$ cat src/rtl/tlb_ptw_bus_unit.sv
// tlb_ptw_bus_unit
//   Page-table-walk bus unit serving a TLB. Performs SV39/SV48 translation walks
//   and A/D write-through of a cached PTE. It masters AHB via an arbiter
//   (bus_req/bus_ack) and reports page faults (invalid/misaligned/permission/
//   non-canonical) and access faults (hresp error).
// Ports
//   clk, rst                     clock, synchronous active-high reset
//   satp_ppn, mxr, sum           root table PPN and mstatus bits
//   req_*                        request channel (valid/ready handshake)
//   resp_*                       one-cycle completion pulse and held result
//   haddr..hwdata, hready..hrdata AHB master interface
//   bus_req, bus_ack             arbiter handshake
module tlb_ptw_bus_unit #(
  parameter int unsigned LEVELS = 3,
  parameter int unsigned PPN_W  = 44
) (
  input  logic             clk,
  input  logic             rst,
  input  logic [PPN_W-1:0] satp_ppn,
  input  logic             mxr,
  input  logic             sum,
  input  logic             req_valid,
  output logic             req_ready,
  input  logic             req_op,
  input  logic [63:0]      req_va,
  input  logic [63:0]      req_pte,
  input  logic             req_read,
  input  logic             req_write,
  input  logic             req_exec,
  input  logic [3:0]       req_priv,
  output logic             resp_valid,
  output logic [PPN_W-1:0] resp_ppn,
  output logic [63:0]      resp_pte,
  output logic [63:0]      resp_pte_pa,
  output logic [1:0]       resp_level,
  output logic             resp_page_fault,
  output logic             resp_access_fault,
  output logic [63:0]      haddr,
  output logic             hwrite,
  output logic [3:0]       hsize,
  output logic [2:0]       hburst,
  output logic [3:0]       hprot,
  output logic [1:0]       htrans,
  output logic             hmastlock,
  output logic [63:0]      hwdata,
  input  logic             hready,
  input  logic             hresp,
  input  logic [63:0]      hrdata,
  output logic             bus_req,
  input  logic             bus_ack
);

  localparam int unsigned VA_W = 12 + 9 * LEVELS;

  typedef enum logic [3:0] {
    S_IDLE, S_ARB, S_RD_A, S_RD_D, S_CHK, S_UPD_A, S_UPD_D, S_DONE, S_PF, S_AF
  } state_e;

  state_e           state_q, state_d;
  logic [1:0]       lvl_q, lvl_d;
  logic             op_q, op_d;
  logic [63:0]      va_q, va_d;
  logic             rd_q, rd_d, wr_q, wr_d, ex_q, ex_d;
  logic             priv_u_q, priv_u_d, priv_s_q, priv_s_d, priv_m_q, priv_m_d;
  logic [PPN_W-1:0] root_q, root_d;
  logic [63:0]      addr_q, addr_d;
  logic [63:0]      pte_q, pte_d;
  logic [63:0]      pte_pa_q, pte_pa_d;

  logic [PPN_W-1:0] resp_ppn_q, resp_ppn_d;
  logic [63:0]      resp_pte_q, resp_pte_d;
  logic [63:0]      resp_pa_q, resp_pa_d;
  logic [1:0]       resp_lvl_q, resp_lvl_d;
  logic             resp_pf_q, resp_pf_d, resp_af_q, resp_af_d;

  // Reserved privilege encoding bit carries no meaning here.
  logic priv_unused;
  assign priv_unused = req_priv[2];

  function automatic logic [8:0] vpn_of(input logic [63:0] va, input logic [1:0] l);
    logic [63:0] sh;
    sh = va >> (32'd12 + 32'd9 * 32'(l));
    return sh[8:0];
  endfunction

  function automatic logic [63:0] tbl_addr(input logic [PPN_W-1:0] ppn, input logic [8:0] vpn);
    logic [63:0] a;
    a = '0;
    a[PPN_W+11:0] = {ppn, vpn, 3'b000};
    return a;
  endfunction

  function automatic logic is_term(input state_e s);
    return (s == S_DONE) || (s == S_PF) || (s == S_AF);
  endfunction

  // PTE field decode of the most recently fetched / updated PTE.
  logic             pte_v, pte_r, pte_w, pte_x, pte_u, pte_a, pte_dirty;
  logic [PPN_W-1:0] pte_ppn, lvl_mask, merged_ppn;
  logic             is_leaf, misaligned, struct_fault, perm_ok, canonical;

  assign pte_v     = pte_q[0];
  assign pte_r     = pte_q[1];
  assign pte_w     = pte_q[2];
  assign pte_x     = pte_q[3];
  assign pte_u     = pte_q[4];
  assign pte_a     = pte_q[6];
  assign pte_dirty = pte_q[7];
  assign pte_ppn   = pte_q[10 +: PPN_W];

  // Low PPN bits that a superpage at the current level must leave zero,
  // and that are replaced by VA bits in the translated PPN.
  always_comb begin
    lvl_mask = '0;
    for (int unsigned i = 0; i < PPN_W; i++) begin
      if (i < 32'd9 * 32'(lvl_q)) lvl_mask[i] = 1'b1;
    end
  end

  assign merged_ppn   = (pte_ppn & ~lvl_mask) | (va_q[12 +: PPN_W] & lvl_mask);
  assign is_leaf      = pte_r | pte_x;
  assign misaligned   = is_leaf && (lvl_q != 2'd0) && (|(pte_ppn & lvl_mask));
  assign struct_fault = !pte_v || (pte_w && !pte_r) || (!is_leaf && (lvl_q == 2'd0)) ||
                        misaligned;
  assign canonical    = (va_q[63:VA_W-1] == '0) || (&va_q[63:VA_W-1]);

  always_comb begin
    perm_ok = 1'b1;
    if (!priv_m_q) begin
      if (pte_u && priv_s_q && (!sum || ex_q)) perm_ok = 1'b0;
      if (!pte_u && priv_u_q)                  perm_ok = 1'b0;
      if (rd_q && !(pte_r || (mxr && pte_x)))  perm_ok = 1'b0;
      if (wr_q && !pte_w)                      perm_ok = 1'b0;
      if (ex_q && !pte_x)                      perm_ok = 1'b0;
    end
  end

  always_comb begin
    state_d    = state_q;
    lvl_d      = lvl_q;
    op_d       = op_q;
    va_d       = va_q;
    rd_d       = rd_q;
    wr_d       = wr_q;
    ex_d       = ex_q;
    priv_u_d   = priv_u_q;
    priv_s_d   = priv_s_q;
    priv_m_d   = priv_m_q;
    root_d     = root_q;
    addr_d     = addr_q;
    pte_d      = pte_q;
    pte_pa_d   = pte_pa_q;
    resp_ppn_d = resp_ppn_q;
    resp_pte_d = resp_pte_q;
    resp_pa_d  = resp_pa_q;
    resp_lvl_d = resp_lvl_q;
    resp_pf_d  = resp_pf_q;
    resp_af_d  = resp_af_q;

    unique case (state_q)
      S_IDLE: begin
        if (req_valid) begin
          state_d  = S_ARB;
          op_d     = req_op;
          va_d     = req_va;
          rd_d     = req_read;
          wr_d     = req_write;
          ex_d     = req_exec;
          priv_u_d = req_priv[0];
          priv_s_d = req_priv[1];
          priv_m_d = req_priv[3];
          root_d   = satp_ppn;
          lvl_d    = 2'(LEVELS - 1);
          pte_d    = req_op ? (req_pte | 64'hC0) : '0;
          pte_pa_d = '0;
        end
      end
      S_ARB: begin
        if (op_q) begin
          // Write-through: req_va carries the PTE physical address.
          if (bus_ack) begin
            addr_d   = va_q;
            pte_pa_d = va_q;
            lvl_d    = '0;
            state_d  = S_UPD_A;
          end
        end else if (!canonical) begin
          state_d = S_PF;
        end else if (bus_ack) begin
          addr_d  = tbl_addr(root_q, vpn_of(va_q, lvl_q));
          state_d = S_RD_A;
        end
      end
      S_RD_A: state_d = S_RD_D;
      S_RD_D: begin
        if (hresp) begin
          state_d = S_AF;
        end else if (hready) begin
          pte_d    = hrdata;
          pte_pa_d = addr_q;
          state_d  = S_CHK;
        end
      end
      S_CHK: begin
        if (struct_fault) begin
          state_d = S_PF;
        end else if (!is_leaf) begin
          lvl_d   = lvl_q - 2'd1;
          addr_d  = tbl_addr(pte_ppn, vpn_of(va_q, lvl_q - 2'd1));
          state_d = S_RD_A;
        end else if (!perm_ok) begin
          state_d = S_PF;
        end else if (!pte_a || (wr_q && !pte_dirty)) begin
          pte_d   = pte_q | 64'h40 | (wr_q ? 64'h80 : 64'h0);
          addr_d  = pte_pa_q;
          state_d = S_UPD_A;
        end else begin
          state_d = S_DONE;
        end
      end
      S_UPD_A: state_d = S_UPD_D;
      S_UPD_D: begin
        if (hresp)       state_d = S_AF;
        else if (hready) state_d = S_DONE;
      end
      S_DONE, S_PF, S_AF: state_d = S_IDLE;
      default: state_d = S_IDLE;
    endcase

    // Result registers load once, on entry to a terminal state, so they stay
    // stable through the response pulse and while idle afterwards.
    if (is_term(state_d) && !is_term(state_q)) begin
      resp_ppn_d = merged_ppn;
      resp_pte_d = pte_q;
      resp_pa_d  = pte_pa_q;
      resp_lvl_d = lvl_q;
      resp_pf_d  = (state_d == S_PF);
      resp_af_d  = (state_d == S_AF);
    end
  end

  always_ff @(posedge clk) begin
    if (rst) begin
      state_q    <= S_IDLE;
      lvl_q      <= 2'(LEVELS - 1);
      op_q       <= 1'b0;
      va_q       <= '0;
      rd_q       <= 1'b0;
      wr_q       <= 1'b0;
      ex_q       <= 1'b0;
      priv_u_q   <= 1'b0;
      priv_s_q   <= 1'b0;
      priv_m_q   <= 1'b0;
      root_q     <= '0;
      addr_q     <= '0;
      pte_q      <= '0;
      pte_pa_q   <= '0;
      resp_ppn_q <= '0;
      resp_pte_q <= '0;
      resp_pa_q  <= '0;
      resp_lvl_q <= '0;
      resp_pf_q  <= 1'b0;
      resp_af_q  <= 1'b0;
    end else begin
      state_q    <= state_d;
      lvl_q      <= lvl_d;
      op_q       <= op_d;
      va_q       <= va_d;
      rd_q       <= rd_d;
      wr_q       <= wr_d;
      ex_q       <= ex_d;
      priv_u_q   <= priv_u_d;
      priv_s_q   <= priv_s_d;
      priv_m_q   <= priv_m_d;
      root_q     <= root_d;
      addr_q     <= addr_d;
      pte_q      <= pte_d;
      pte_pa_q   <= pte_pa_d;
      resp_ppn_q <= resp_ppn_d;
      resp_pte_q <= resp_pte_d;
      resp_pa_q  <= resp_pa_d;
      resp_lvl_q <= resp_lvl_d;
      resp_pf_q  <= resp_pf_d;
      resp_af_q  <= resp_af_d;
    end
  end

  assign req_ready         = (state_q == S_IDLE);
  assign resp_valid        = is_term(state_q);
  assign resp_ppn          = resp_ppn_q;
  assign resp_pte          = resp_pte_q;
  assign resp_pte_pa       = resp_pa_q;
  assign resp_level        = resp_lvl_q;
  assign resp_page_fault   = resp_pf_q;
  assign resp_access_fault = resp_af_q;

  assign bus_req   = (state_q != S_IDLE);
  assign haddr     = addr_q;
  assign htrans    = ((state_q == S_RD_A) || (state_q == S_UPD_A)) ? 2'b10 : 2'b00;
  assign hwrite    = (state_q == S_UPD_A);
  // Write data follows its address phase by one cycle.
  assign hwdata    = (state_q == S_UPD_D) ? pte_q : '0;
  assign hsize     = 4'b0011;
  assign hburst    = 3'b000;
  assign hprot     = 4'b0011;
  assign hmastlock = 1'b0;

endmodule

$ cat config.mk
export PLATFORM = sky130hd
export DESIGN_NAME = tlb_ptw_bus_unit
export DESIGN_NICKNAME = d
export VERILOG_FILES = /design/src/rtl/tlb_ptw_bus_unit.sv
export SDC_FILE = /design/constraint.sdc
export NUM_CORES = 1
export LEC_CHECK = 0
export CAP_MARGIN = 15
export CORE_ASPECT_RATIO = 1.4
export CORE_UTILIZATION = 30
export CTS_CLUSTER_SIZE = 14
export DETAILED_ROUTE_END_ITERATION = 12
export DONT_BUFFER_PORTS = 1
export HOLD_SLACK_MARGIN = 0.05
export PLACE_DENSITY = 0.41
export RECOVER_POWER = 25
export SLEW_MARGIN = 20
export SYNTH_ARGS = -nofsm -noshare
export SYNTH_HDL_FRONTEND = slang
export SYNTH_SLANG_ARGS = --single-unit
$ cat constraint.sdc
create_clock -name clk -period 8.4 [get_ports clk]
set_input_delay 0 -clock clk [delete_from_list [all_inputs] [get_ports clk]]
set_output_delay 0 -clock clk [all_outputs]
set_load 0.005 [all_outputs]
==> metrics.md, run 1 <==
| Metric | Value |
|---|---|
| Final setup fails | 0 |
| Switching pwr | 0.00177 W |
| Final-report hold violation count | 0 |
| Reg-to-Reg End | resp_pte_pa[51] |
| Syn Area/Cell | 8.47 µm² |
| CP Data Required Time | 8.93 ns |
| Cell row count | 118 |
| Core Util, Final | 38.1% |
| Worst reg-to-reg setup slack | 3.50 ns |
| Worst r2r src | lvl_q[0] |
| Die area | 0.0759 mm² |
| Critical Path End Type | flop |
| Area of the core | 0.0740 mm² |
| Minimum clock period | 4.90 ns |
| Post-CTS setup repair buffer count | 0 |
| Fraction of power spent switching nets | 29.4% |
| Number of antenna violations at the first check in global routing | 1 |
| Power share of the clock group | 41.3% |
| Leakage Power | 10.8 nW |
| Num Clock Sinks | 472 |
| Clk Tree Root Cell | clkbuf_16 |
| H-tree Lvls | 2 |
| Distinct cells, synth | 60 |
| HP Start | satp_ppn[29] |
| Synth top area share | 42.1% |
| Synth Register Bits | 472 |
| Die Width | 233 µm |
| VDD IR max | 0.158 mV |
| Reg2reg path depth | 9 |
| RSZ-0062 raised after global routing | no |
| CTS Buf Count | 53 |
| Clock Tree Buf Depth | 3 |
| Most used DFF post-synth | dfxtp_1 |
| Skew-Pair Late Insertion Delay | 0.63 ns |
| Combinational power share | 15.6% |
| Number of global-route vias before repair | 20000 |
| Post-DR vias/cell | 5.26 |
| Worst Path Arrival | 5.43 ns |
| Status | finished, final reports clean |
| Pin count of the biggest net entering global routing | 613 |
| HPWL Detailed | 62.0 mm |
| Share of cells above drive strength 1 | 5.48% |
| I/O Buffers | 0 |
| Initial Util | 30.3% |
| Placer Congestion | 0.806 |
| Synth top area cells | dfxtp_1, mux2i_1, nand2_1, nand2b_1, a211oi_1 |
| Clk_skew | 0.0253 ns |
| Sequential fraction of the synthesis area | 42.1% |
| Fmax | 204 MHz |
| Area delta synth->final | 25.6% |
| Worst hold path type | primary input to flop |
| Pwr dens | 214 mW/mm² |
| Drt total wl | 95.7 mm |
| Final number of max-transition violations | 0 |
| Clock tree from TritonCTS | built |
| Routed wire length per instance | 24.9 µm |
| Hold endpoint | root_q[29] |
| Ys Warns | 0 |
| Final nets | 3098 |
| Setup_tns | 0 ns |
| Ports | 574 |
| Vias | 20200 |
| ANT nets after route | 0 |
| Worst-Margin Slew | 1.16 ns |
| DRC Markers | 0 |
| Post-synth EDFFs | 0 |
| FFs w/ async S/R, synth | 0% |
| CP Launch Type | flop |
| CP max FO | 51 |
| Crit path kind | flop to flop |
| Mapped Area | 0.0224 mm² |
| DR iter-0 viols | 1330 |
| Die H | 326 µm |
| Flop pwr share | 43.1% |
| Clock Pin Slew Worst Setup and Hold Paths | 0.06 ns |
| Period utilization | 58.4% |
| Total GRT Usage | 24.4% |
| DRT Pass-1 Iters | 8 |
| Cell accounting for the most synthesized area | dfxtp_1 |
| Synthesized instance count | 2650 |
| Max-cap violations | 0 |
| Grt total ovfl | 0 |
| Min-Delay Path Depth | 3 |
| First-pass GRT wire length | 137 mm |
| Internal power | 0.00427 W |
| Slew headroom | 22.6% |
critical path, cell delays in order, from the launching register on:
cell and delay, ns:
dfxtp_1 0.33, buf_4 0.37, ha_1 0.58, o41ai_1 0.24
a311oi_1 0.59, nor2_1 0.09, a311oi_1 0.55, o211a_4 0.89
buf_4 0.78, mux2i_1 0.27
cell type report:
cell class,count,area (µm²)
diodes,1,2.50
clock buffers,77,1560
clock inverters,20,289
fillers,7543,45800
inverters,7,26.3
multi-input cells,1920,11700
flip-flops and latches,472,9450
well taps,960,1200
repair buffers,388,3910
worst max path at each step:
stage / start / slack (ns) / to
finish: lvl_q[0] / 3.50 / resp_pte_pa[51]
global route: lvl_q[0] / 3.15 / resp_pte_pa[51]
CTS: lvl_q[0] / 3.48 / resp_pte_pa[54]
detailed placement: lvl_q[0] / 3.50 / resp_ppn[41]
global placement: lvl_q[0] / 3.54 / resp_pte_pa[43]
floorplan: lvl_q[1] / 4.87 / resp_ppn[21]
sequential cells by signal, summed over array words and instances, names as in the netlist:
signal	cells
wr_q	1
resp_level	2
resp_pte_pa	64
priv_u_q	1
state_q	4
pte_pa_q	64
lvl_q	2
rd_q	1
ex_q	1
haddr	64
resp_ppn	43
resp_pte	48
pte_q	64
priv_m_q	1
resp_page_fault	1
root_q	44
resp_access_fault	1
op_q	1
va_q	64
priv_s_q	1
power groups by stage:
| stage | clock [W] | sequential (W) | combinational [W] |
|---|---|---|---|
| floorplan | 0 | 0.00253 | 0.000591 |
| global placement | 0 | 0.00265 | 0.000714 |
| detailed placement | 0 | 0.00266 | 0.000725 |
| CTS | 0.00257 | 0.00261 | 0.000943 |
| global route | 0.00265 | 0.00262 | 0.00103 |
| finish | 0.00250 | 0.00260 | 0.000940 |
cell usage after synthesis (all sizes together), types with 29 or more instances:
cell	count
a211oi	128
and2	66
buf	73
nand3	108
nand2	456
a22oi	126
dfxtp	472
a21oi	182
nand2b	268
mux2i	210
nor2	179
clkbuf	189
nor2b	29
logic make-up (layout without fill, tap and decap cells):
kind of cell	after synthesis	in the layout	synth area share, %
adder cells (fa/ha/maj)	4	4	0.223
flip-flops	472	472	42.1
AND/OR/NAND/NOR	1158	1158	24.6
buffers and inverters	269	492	6.08
multiplexers	254	254	12.5
AO/OA/AOI/OAI	491	491	14.5
other	2	14	0.0335
layout by cell type (no fill, tap or decap), types with 3 or more instances in the layout:
cell type	Yosys	final
dfxtp_1	472	471
nand2_1	456	455
dlygate4sd3_1	0	357
nand2b_1	268	268
mux2i_1	210	210
a21oi_1	181	181
nor2_1	179	178
a211oi_1	128	128
a22oi_1	126	126
nand3_1	108	108
and2_1	66	65
clkbuf_16	0	54
nor2b_1	29	29
buf_4	30	25
mux2_1	24	24
mux4_2	18	18
nor3_1	18	15
conb_1	2	13
o21ai_0	12	12
a221oi_1	12	12
clkbuf_8	0	12
clkbuf_1	188	11
nor4_1	10	10
nand4_1	8	8
clkinv_2	0	8
inv_1	7	7
bufinv_16	0	6
o211ai_1	5	5
ha_1	4	4
buf_16	0	4
nor3_2	0	3
or2_2	3	3
a21boi_0	3	3
a311oi_1	3	3
a31oi_1	3	3
metrics by stage:
step | cells | hold slack, ns | power [W] | setup WS, ns | cell area, µm²
after global placement | 3385 | 0.125 | 0.00337 | 3.54 | 22600
after floorplan | 2661 | 0.136 | 0.00312 | 4.87 | 22500
after detailed placement | 3385 | 0.118 | 0.00338 | 3.50 | 22600
after CTS | 3840 | 0.0500 | 0.00612 | 3.48 | 28100
final | 3845 | 0.101 | 0.00604 | 3.50 | 28200
after global routing | 3844 | 0.0685 | 0.00631 | 3.15 | 28200
routing by layer:
| metal | global-route usage, % | vias to the layer above | part of all wire (%) |
|---|---|---|---|
| li1 | - | 9472 | - |
| met1 | 27.0 | 9918 | 37 |
| met2 | 42.8 | 695 | 50 |
| met3 | 6.25 | 152 | 7.2 |
| met4 | 12.2 | 0 | 5.3 |
| met5 | 0 | - | 0 |
what timing repair did:
action	CTS	global route
endpoints found under the hold margin	472	37
resized for setup	0	0
hold buffers	358	1
Power figures use the tool's default switching activity.
==> run 2: changes to the inputs <==
==> constraint.sdc (replaced) <==
create_clock -name clk -period 5.1 [get_ports clk]
set_input_delay 0 -clock clk [delete_from_list [all_inputs] [get_ports clk]]
set_output_delay 0 -clock clk [all_outputs]
set_load 0.005 [all_outputs]
==> run 2 against run 1 <==
  * Maximum frequency rose by 10%
  * Largest cell class unchanged
  * Highest routed layer unchanged
  * Critical path type unchanged
  * Register-to-register slack got worse by 2.9 ns
  * Count of clock-buffer cells in the layout rose by 4
  * Critical path depth rose by 1
  * Largest power group unchanged
  * Clock skew rose by 0.0070 ns
==> metrics.md, run 2 (same netlist as run 1, synthesis figures left out) <==
| Metric | Value |
|---|---|
| Period utilization | 87.3% (was 58.4%) |
| Area of the core | 0.0740 mm² (unchanged) |
| Worst-Margin Slew | 1.18 ns (was 1.16 ns) |
| Skew-Pair Late Insertion Delay | 0.63 ns (about the same) |
| Most frequent cells in the layout | dlygate4sd3_1, dfxtp_1, nand2_1 (was dfxtp_1, nand2_1, dlygate4sd3_1) |
| DRC Markers | 0 (unchanged) |
| Grt total ovfl | 0 (unchanged) |
| ANT nets after route | 0 (unchanged) |
| Cell row count | 118 (unchanged) |
| Die Width | 233 µm (unchanged) |
| Num Clock Sinks | 472 (unchanged) |
| Switching pwr | 0.00290 W (was 0.00177 W) |
| Area delta synth->final | 31.9% (was 25.6%) |
| Core Util, Final | 40.0% (was 38.1%) |
| Status | finished, final reports clean (unchanged) |
| Ports | 574 (unchanged) |
| Final number of max-transition violations | 0 (unchanged) |
| Minimum clock period | 4.45 ns (was 4.90 ns) |
| Reg-to-Reg End | resp_pte_pa[56] (was resp_pte_pa[51]) |
| Clock Pin Slew Worst Setup and Hold Paths | 0.06 ns (about the same) |
| Fraction of power spent switching nets | 29.4% (about the same) |
| Power share of the clock group | 39.6% (was 41.3%) |
| Pwr Total | 0.00987 W (was 0.00604 W) |
| DRT Pass-1 Iters | 6 (was 8) |
| Drt total wl | 99.5 mm (was 95.7 mm) |
| CP Data Required Time | 5.67 ns (was 8.93 ns) |
| Hold endpoint | root_q[27] (was root_q[29]) |
| Die H | 326 µm (unchanged) |
| Share of cells above drive strength 1 | 5.24% (was 5.48%) |
| Die area | 0.0759 mm² (unchanged) |
| VDD IR max | 0.255 mV (was 0.158 mV) |
| H-tree Lvls | 2 (unchanged) |
| Initial Util | 30.3% (unchanged) |
| Non-Filler Instances | 3995 (was 3845) |
| Worst r2r src | lvl_q[0] (unchanged) |
| Clock Tree Buf Depth | 3 (unchanged) |
| First-pass GRT wire length | 143 mm (was 137 mm) |
| Final setup margin | 0.645 ns (was 3.50 ns) |
| Worst hold path type | primary input to flop (unchanged) |
| CTS Buf Count | 52 (was 53) |
| I/O Buffers | 0 (unchanged) |
| Post-DR vias/cell | 5.24 (was 5.26) |
| Clk_skew | 0.0323 ns (was 0.0253 ns) |
| CTS resizes | 0 (unchanged) |
| Clk Tree Root Cell | clkbuf_16 (unchanged) |
| Number of antenna violations at the first check in global routing | 0 (was 1) |
| Internal power | 0.00697 W (was 0.00427 W) |
| Crit path kind | flop to flop (unchanged) |
| Clock tree from TritonCTS | built (unchanged) |
| Pin count of the biggest net entering global routing | 388 (was 613) |
| Commonest non-fill, non-tap cell in the layout | dlygate4sd3_1 (was dfxtp_1) |
| Vias | 20900 (was 20200) |
| Combinational power share | 17.0% (was 15.6%) |
| Flop pwr share | 43.4% (was 43.1%) |
| HP Start | satp_ppn[27] (was satp_ppn[29]) |
| Final-report hold violation count | 0 (unchanged) |
| Final setup fails | 0 (unchanged) |
| Leakage Power | 11.9 nW (was 10.8 nW) |
| HPWL Detailed | 62.4 mm (was 62.0 mm) |
| Setup WS pre-CTS | 0.966 ns (was 3.50 ns) |
| Max-cap violations | 0 (unchanged) |
| Setup_tns | 0 ns (unchanged) |
| Slew headroom | 21.2% (was 22.6%) |
| CP max FO | 48 (was 51) |
| Placer Congestion | 0.829 (was 0.806) |
| Reg2reg path depth | 10 (was 9) |
| CP Launch Type | flop (unchanged) |
| Fmax | 224 MHz (was 204 MHz) |
| Total GRT Usage | 25.6% (was 24.4%) |
| Routed wire length per instance | 24.9 µm (about the same) |
| Number of global-route vias before repair | 20800 (was 20000) |
| Worst Path Arrival | 5.02 ns (was 5.43 ns) |
| Placed Instances | 3391 (was 3385) |
| Pwr dens | 333 mW/mm² (was 214 mW/mm²) |
| Worst reg-to-reg setup slack | 0.65 ns (was 3.50 ns) |
| RSZ-0062 raised after global routing | no (unchanged) |
| Critical Path End Type | flop (unchanged) |
| Final nets | 3248 (was 3098) |
| Min-Delay Path Depth | 3 (unchanged) |
| DR iter-0 viols | 1432 (was 1330) |
[run 2: cell count changes in the layout (fill, tap and decap cells not counted), sizes merged, moves of 2 or more]
cell | before | now
bufinv | 6 | 2
dlygate4sd3 | 357 | 503
diode | 1 | 3
inv | 10 | 7
clkbuf | 77 | 81
buf | 31 | 36
[run 2: metal layers]
metal  share of wire [%]  routed length (µm)  GRT usage, %  vias to the layer above
li1                    -                   -             -                     9787
met2                  51               51000          46.2                      751
met4                 4.5                4500          11.4                        0
met5                   0                   0             0                        -
met1                  37               36900          28.0                    10200
met3                 7.1                7090          5.93                      169
[run 2: stage by stage]
step	hold WS, ns	area [µm²]
floorplan	0.136	22500
global placement	0.120	22700
detailed placement	0.117	22700
CTS	0.0519	29500
global route	0.0685	29600
finish	0.0886	29600
[run 2: repair_timing]
| action | in CTS | in global routing |
|---|---|---|
| hold endpoints to repair | 472 | 5 |
| setup buffers | 0 | 0 |
| hold buffers | 504 | 1 |
[run 2: final cells by class]
type | instances | area, µm²
Timing Repair Buffer | 539 | 5450
Multi-Input combinational cell | 1920 | 11700
Sequential cell | 472 | 9450
Tap cell | 960 | 1200
Fill cell | 7482 | 44400
Antenna cell | 3 | 7.51
Clock buffer | 81 | 1600
Inverter | 7 | 26.3
Clock inverter | 13 | 129
[run 2: worst max path at each step]
stage	to	startpoint	cells after the start
6_report	resp_pte_pa[56]	lvl_q[0]	10
5_1_grt	resp_ppn[42]	lvl_q[0]	10
4_1_cts	resp_ppn[34]	lvl_q[0]	10
3_5_place_dp	resp_ppn[7]	lvl_q[0]	9
3_3_place_gp	resp_ppn[11]	lvl_q[0]	9
2_1_floorplan	resp_ppn[21]	lvl_q[1]	14
[run 2: power groups by stage]
stage,sequential [W],clock [W],combinational [W]
4_1_cts,0.00429,0.00402,0.00167
2_1_floorplan,0.00417,0,0.000973
3_3_place_gp,0.00436,0,0.00119
6_report,0.00429,0.00391,0.00167
3_5_place_dp,0.00437,0,0.00121
5_1_grt,0.00432,0.00414,0.00182
[run 2: critical path: stages (launching register included)]
cell,delay [ns]
dfxtp_1,0.33
buf_4,0.36
ha_1,0.59
o41ai_1,0.25
a311oi_1,0.44
nor2_1,0.09
a311oi_1,0.57
o211a_4,0.51
buf_12,0.37
mux2i_1,0.24
dlygate4sd3_1,0.57
==> run 3: changes to the inputs <==
--- a/config.mk
+++ b/config.mk
@@ -12,7 +12,7 @@
 export DETAILED_ROUTE_END_ITERATION = 12
 export DONT_BUFFER_PORTS = 1
 export HOLD_SLACK_MARGIN = 0.05
-export PLACE_DENSITY = 0.41
+export PLACE_DENSITY = 0.52
 export RECOVER_POWER = 25
 export SLEW_MARGIN = 20
 export SYNTH_ARGS = -nofsm -noshare
==> run 3 against run 2 <==
  * Maximum frequency shrank 1.4%
  * Via count grew 0.88%
  * First-iteration DRC count grew 1.2%
  * Sequential power is essentially flat
==> metrics.md, run 3 (same netlist as run 1, synthesis figures left out) <==
| Metric | Value |
|---|---|
| CTS Buf Count | 51 (was 52) |
| Worst hold path type | primary input to flop (unchanged) |
| Setup_tns | 0 ns (unchanged) |
| First-pass GRT wire length | 142 mm (was 143 mm) |
| CP Launch Type | flop (unchanged) |
| I/O Buffers | 0 (unchanged) |
| Combinational power share | 17.3% (was 17.0%) |
| Minimum clock period | 4.52 ns (was 4.45 ns) |
| Max-cap violations | 0 (unchanged) |
| DRT Pass-1 Iters | 6 (unchanged) |
| CP max FO | 64 (was 48) |
| Final nets | 3231 (was 3248) |
| Skew-Pair Late Insertion Delay | 0.61 ns (was 0.63 ns) |
| Crit path kind | flop to flop (unchanged) |
| Pin count of the biggest net entering global routing | 388 (unchanged) |
| Total GRT Usage | 25.1% (was 25.6%) |
| Post-DR vias/cell | 5.30 (was 5.24) |
| Area delta synth->final | 31.1% (was 31.9%) |
| Top sig layer | met5 (was met4) |
| DR iter-0 viols | 1449 (was 1432) |
| Flop pwr share | 43.3% (was 43.4%) |
| Worst Path Buf+Inv | 4 (was 3) |
| RSZ-0062 raised after global routing | no (unchanged) |
| Internal power | 0.00695 W (was 0.00697 W) |
| Die area | 0.0759 mm² (unchanged) |
| Commonest non-fill, non-tap cell in the layout | dfxtp_1 (was dlygate4sd3_1) |
| Worst path max stage delay | 0.59 ns (about the same) |
| Die H | 326 µm (unchanged) |
| Fmax | 221 MHz (was 224 MHz) |
| CP Data Required Time | 5.65 ns (was 5.67 ns) |
| Share of cells above drive strength 1 | 6.27% (was 5.24%) |
| Number of antenna violations at the first check in global routing | 8 (was 0) |
| Clock tree from TritonCTS | built (unchanged) |
| Leakage Power | 11.8 nW (was 11.9 nW) |
| Drt total wl | 98.0 mm (was 99.5 mm) |
| Critical Path End Type | flop (unchanged) |
| M1 wire length | 36.5 mm (was 36.9 mm) |
| Worst-Margin Slew | 1.07 ns (was 1.18 ns) |
| Die Width | 233 µm (unchanged) |
| Final setup margin | 0.580 ns (was 0.645 ns) |
| Power share of the clock group | 39.4% (was 39.6%) |
| VDD IR max | 0.285 mV (was 0.255 mV) |
| CTS resizes | 0 (unchanged) |
| Cell row count | 118 (unchanged) |
| Placed Instances | 3410 (was 3391) |
| Delay-heaviest family, CP | compound AO/OA/AOI/OAI gates (unchanged) |
| Pwr dens | 335 mW/mm² (was 333 mW/mm²) |
| Number of global-route vias before repair | 21100 (was 20800) |
| Vias | 21100 (was 20900) |
| Most frequent cells in the layout | dfxtp_1, dlygate4sd3_1, nand2_1 (was dlygate4sd3_1, dfxtp_1, nand2_1) |
| Clk Tree Root Cell | clkbuf_16 (unchanged) |
| H-tree Lvls | 2 (unchanged) |
| Clk_skew | 0.0171 ns (was 0.0323 ns) |
| Num Clock Sinks | 472 (unchanged) |
| Placer Congestion | 0.877 (was 0.829) |
| Grt total ovfl | 0 (unchanged) |
| Final setup fails | 0 (unchanged) |
| Final number of max-transition violations | 0 (unchanged) |
| HPWL Detailed | 64.1 mm (was 62.4 mm) |
| Met3 WL | 6.90 mm (was 7.09 mm) |
| Slowest stage cell, crit path | a311oi_1 (was ha_1) |
| Met2 wire len | 49.8 mm (was 51.0 mm) |
| Fraction of power spent switching nets | 29.5% (was 29.4%) |
| Clock Tree Buf Depth | 3 (unchanged) |
| Status | finished, final reports clean (unchanged) |
| Worst Path Arrival | 5.07 ns (was 5.02 ns) |
| Final Cell Area | 0.0294 mm² (was 0.0296 mm²) |
| Non-Filler Instances | 3982 (was 3995) |
| Slew headroom | 29.0% (was 21.2%) |
| Setup WS pre-CTS | 0.920 ns (was 0.966 ns) |
| Final-report hold violation count | 0 (unchanged) |
| Period utilization | 88.6% (was 87.3%) |
| Clock Pin Slew Worst Setup and Hold Paths | 0.07 ns (was 0.06 ns) |
| Switching pwr | 0.00291 W (was 0.00290 W) |
| Core Util, Final | 39.8% (was 40.0%) |
| Routed wire length per instance | 24.6 µm (was 24.9 µm) |
| Area of the core | 0.0740 mm² (unchanged) |
| Placed Area | 0.0229 mm² (was 0.0227 mm²) |
| CP cell instances | inv_1 -> ha_1 -> buf_4 -> a21oi_1 -> o21ai_0 -> nor2_1 -> a311oi_1 -> o211a_4 -> buf_12 -> mux2i_1 -> dlygate4sd3_1 (was buf_4 -> ha_1 -> o41ai_1 -> a311oi_1 -> nor2_1 -> a311oi_1 -> o211a_4 -> buf_12 -> mux2i_1 -> dlygate4sd3_1) |
| DRC Markers | 0 (unchanged) |
| ANT nets after route | 0 (unchanged) |
| Initial Util | 30.3% (unchanged) |
| Ports | 574 (unchanged) |
==> run 3: cell type report <==
class,count,area [µm²]
fillers,7368,44500
multi-input cells,1920,11800
flip-flops and latches,472,9450
clock inverters,25,238
diodes,7,17.5
inverters,7,26.3
repair buffers,523,5260
clock buffers,68,1480
well taps,960,1200
==> run 3: final timing paths <==
| kind | slack (ns) | depth (start not counted) | end | start |
|---|---|---|---|---|
| worst min register to register | 0.46 | 2 | root_q[0] | root_q[0] |
| worst max register to register | 0.58 | 11 | resp_ppn[42] | lvl_q[0] |
| worst max-delay path | 0.58 | 11 | resp_ppn[42] | lvl_q[0] |
| worst min-delay path | 0.10 | 3 | root_q[29] | satp_ppn[29] |
==> run 3: repair_timing <==
| item | 4_1_cts | 5_1_grt |
|---|---|---|
| endpoints found under the hold margin | 472 | 2 |
| buffers inserted | 0 | 3 |
| hold buffers | 466 | 1 |
| setup endpoints to repair | 0 | 5 |
==> run 3: per-layer routing <==
metal	GRT usage, %	vias up
li1	-	9769
met1	27.8	10400
met2	45.1	832
met3	5.62	159
met4	11.3	4
met5	0	-
==> run 3: power by group through the flow <==
stage / clock network [W] / logic [W] / registers (W)
final: 0.00388 / 0.00171 / 0.00426
after CTS: 0.00397 / 0.00169 / 0.00426
after global routing: 0.00411 / 0.00186 / 0.00428
after floorplan: 0 / 0.000973 / 0.00417
after global placement: 0 / 0.00123 / 0.00434
after detailed placement: 0 / 0.00125 / 0.00434
==> run 3: metrics by stage <==
stage | hold slack, ns | power [W]
after floorplan | 0.136 | 0.00515
after global placement | 0.117 | 0.00557
after detailed placement | 0.116 | 0.00559
after CTS | 0.0519 | 0.00993
after global routing | 0.0919 | 0.0103
final | 0.104 | 0.00985
==> run 3: worst min-delay path: stages <==
cell and delay (ns):
nand2_1 0.05, a21oi_1 0.05, dlygate4sd3_1 0.55
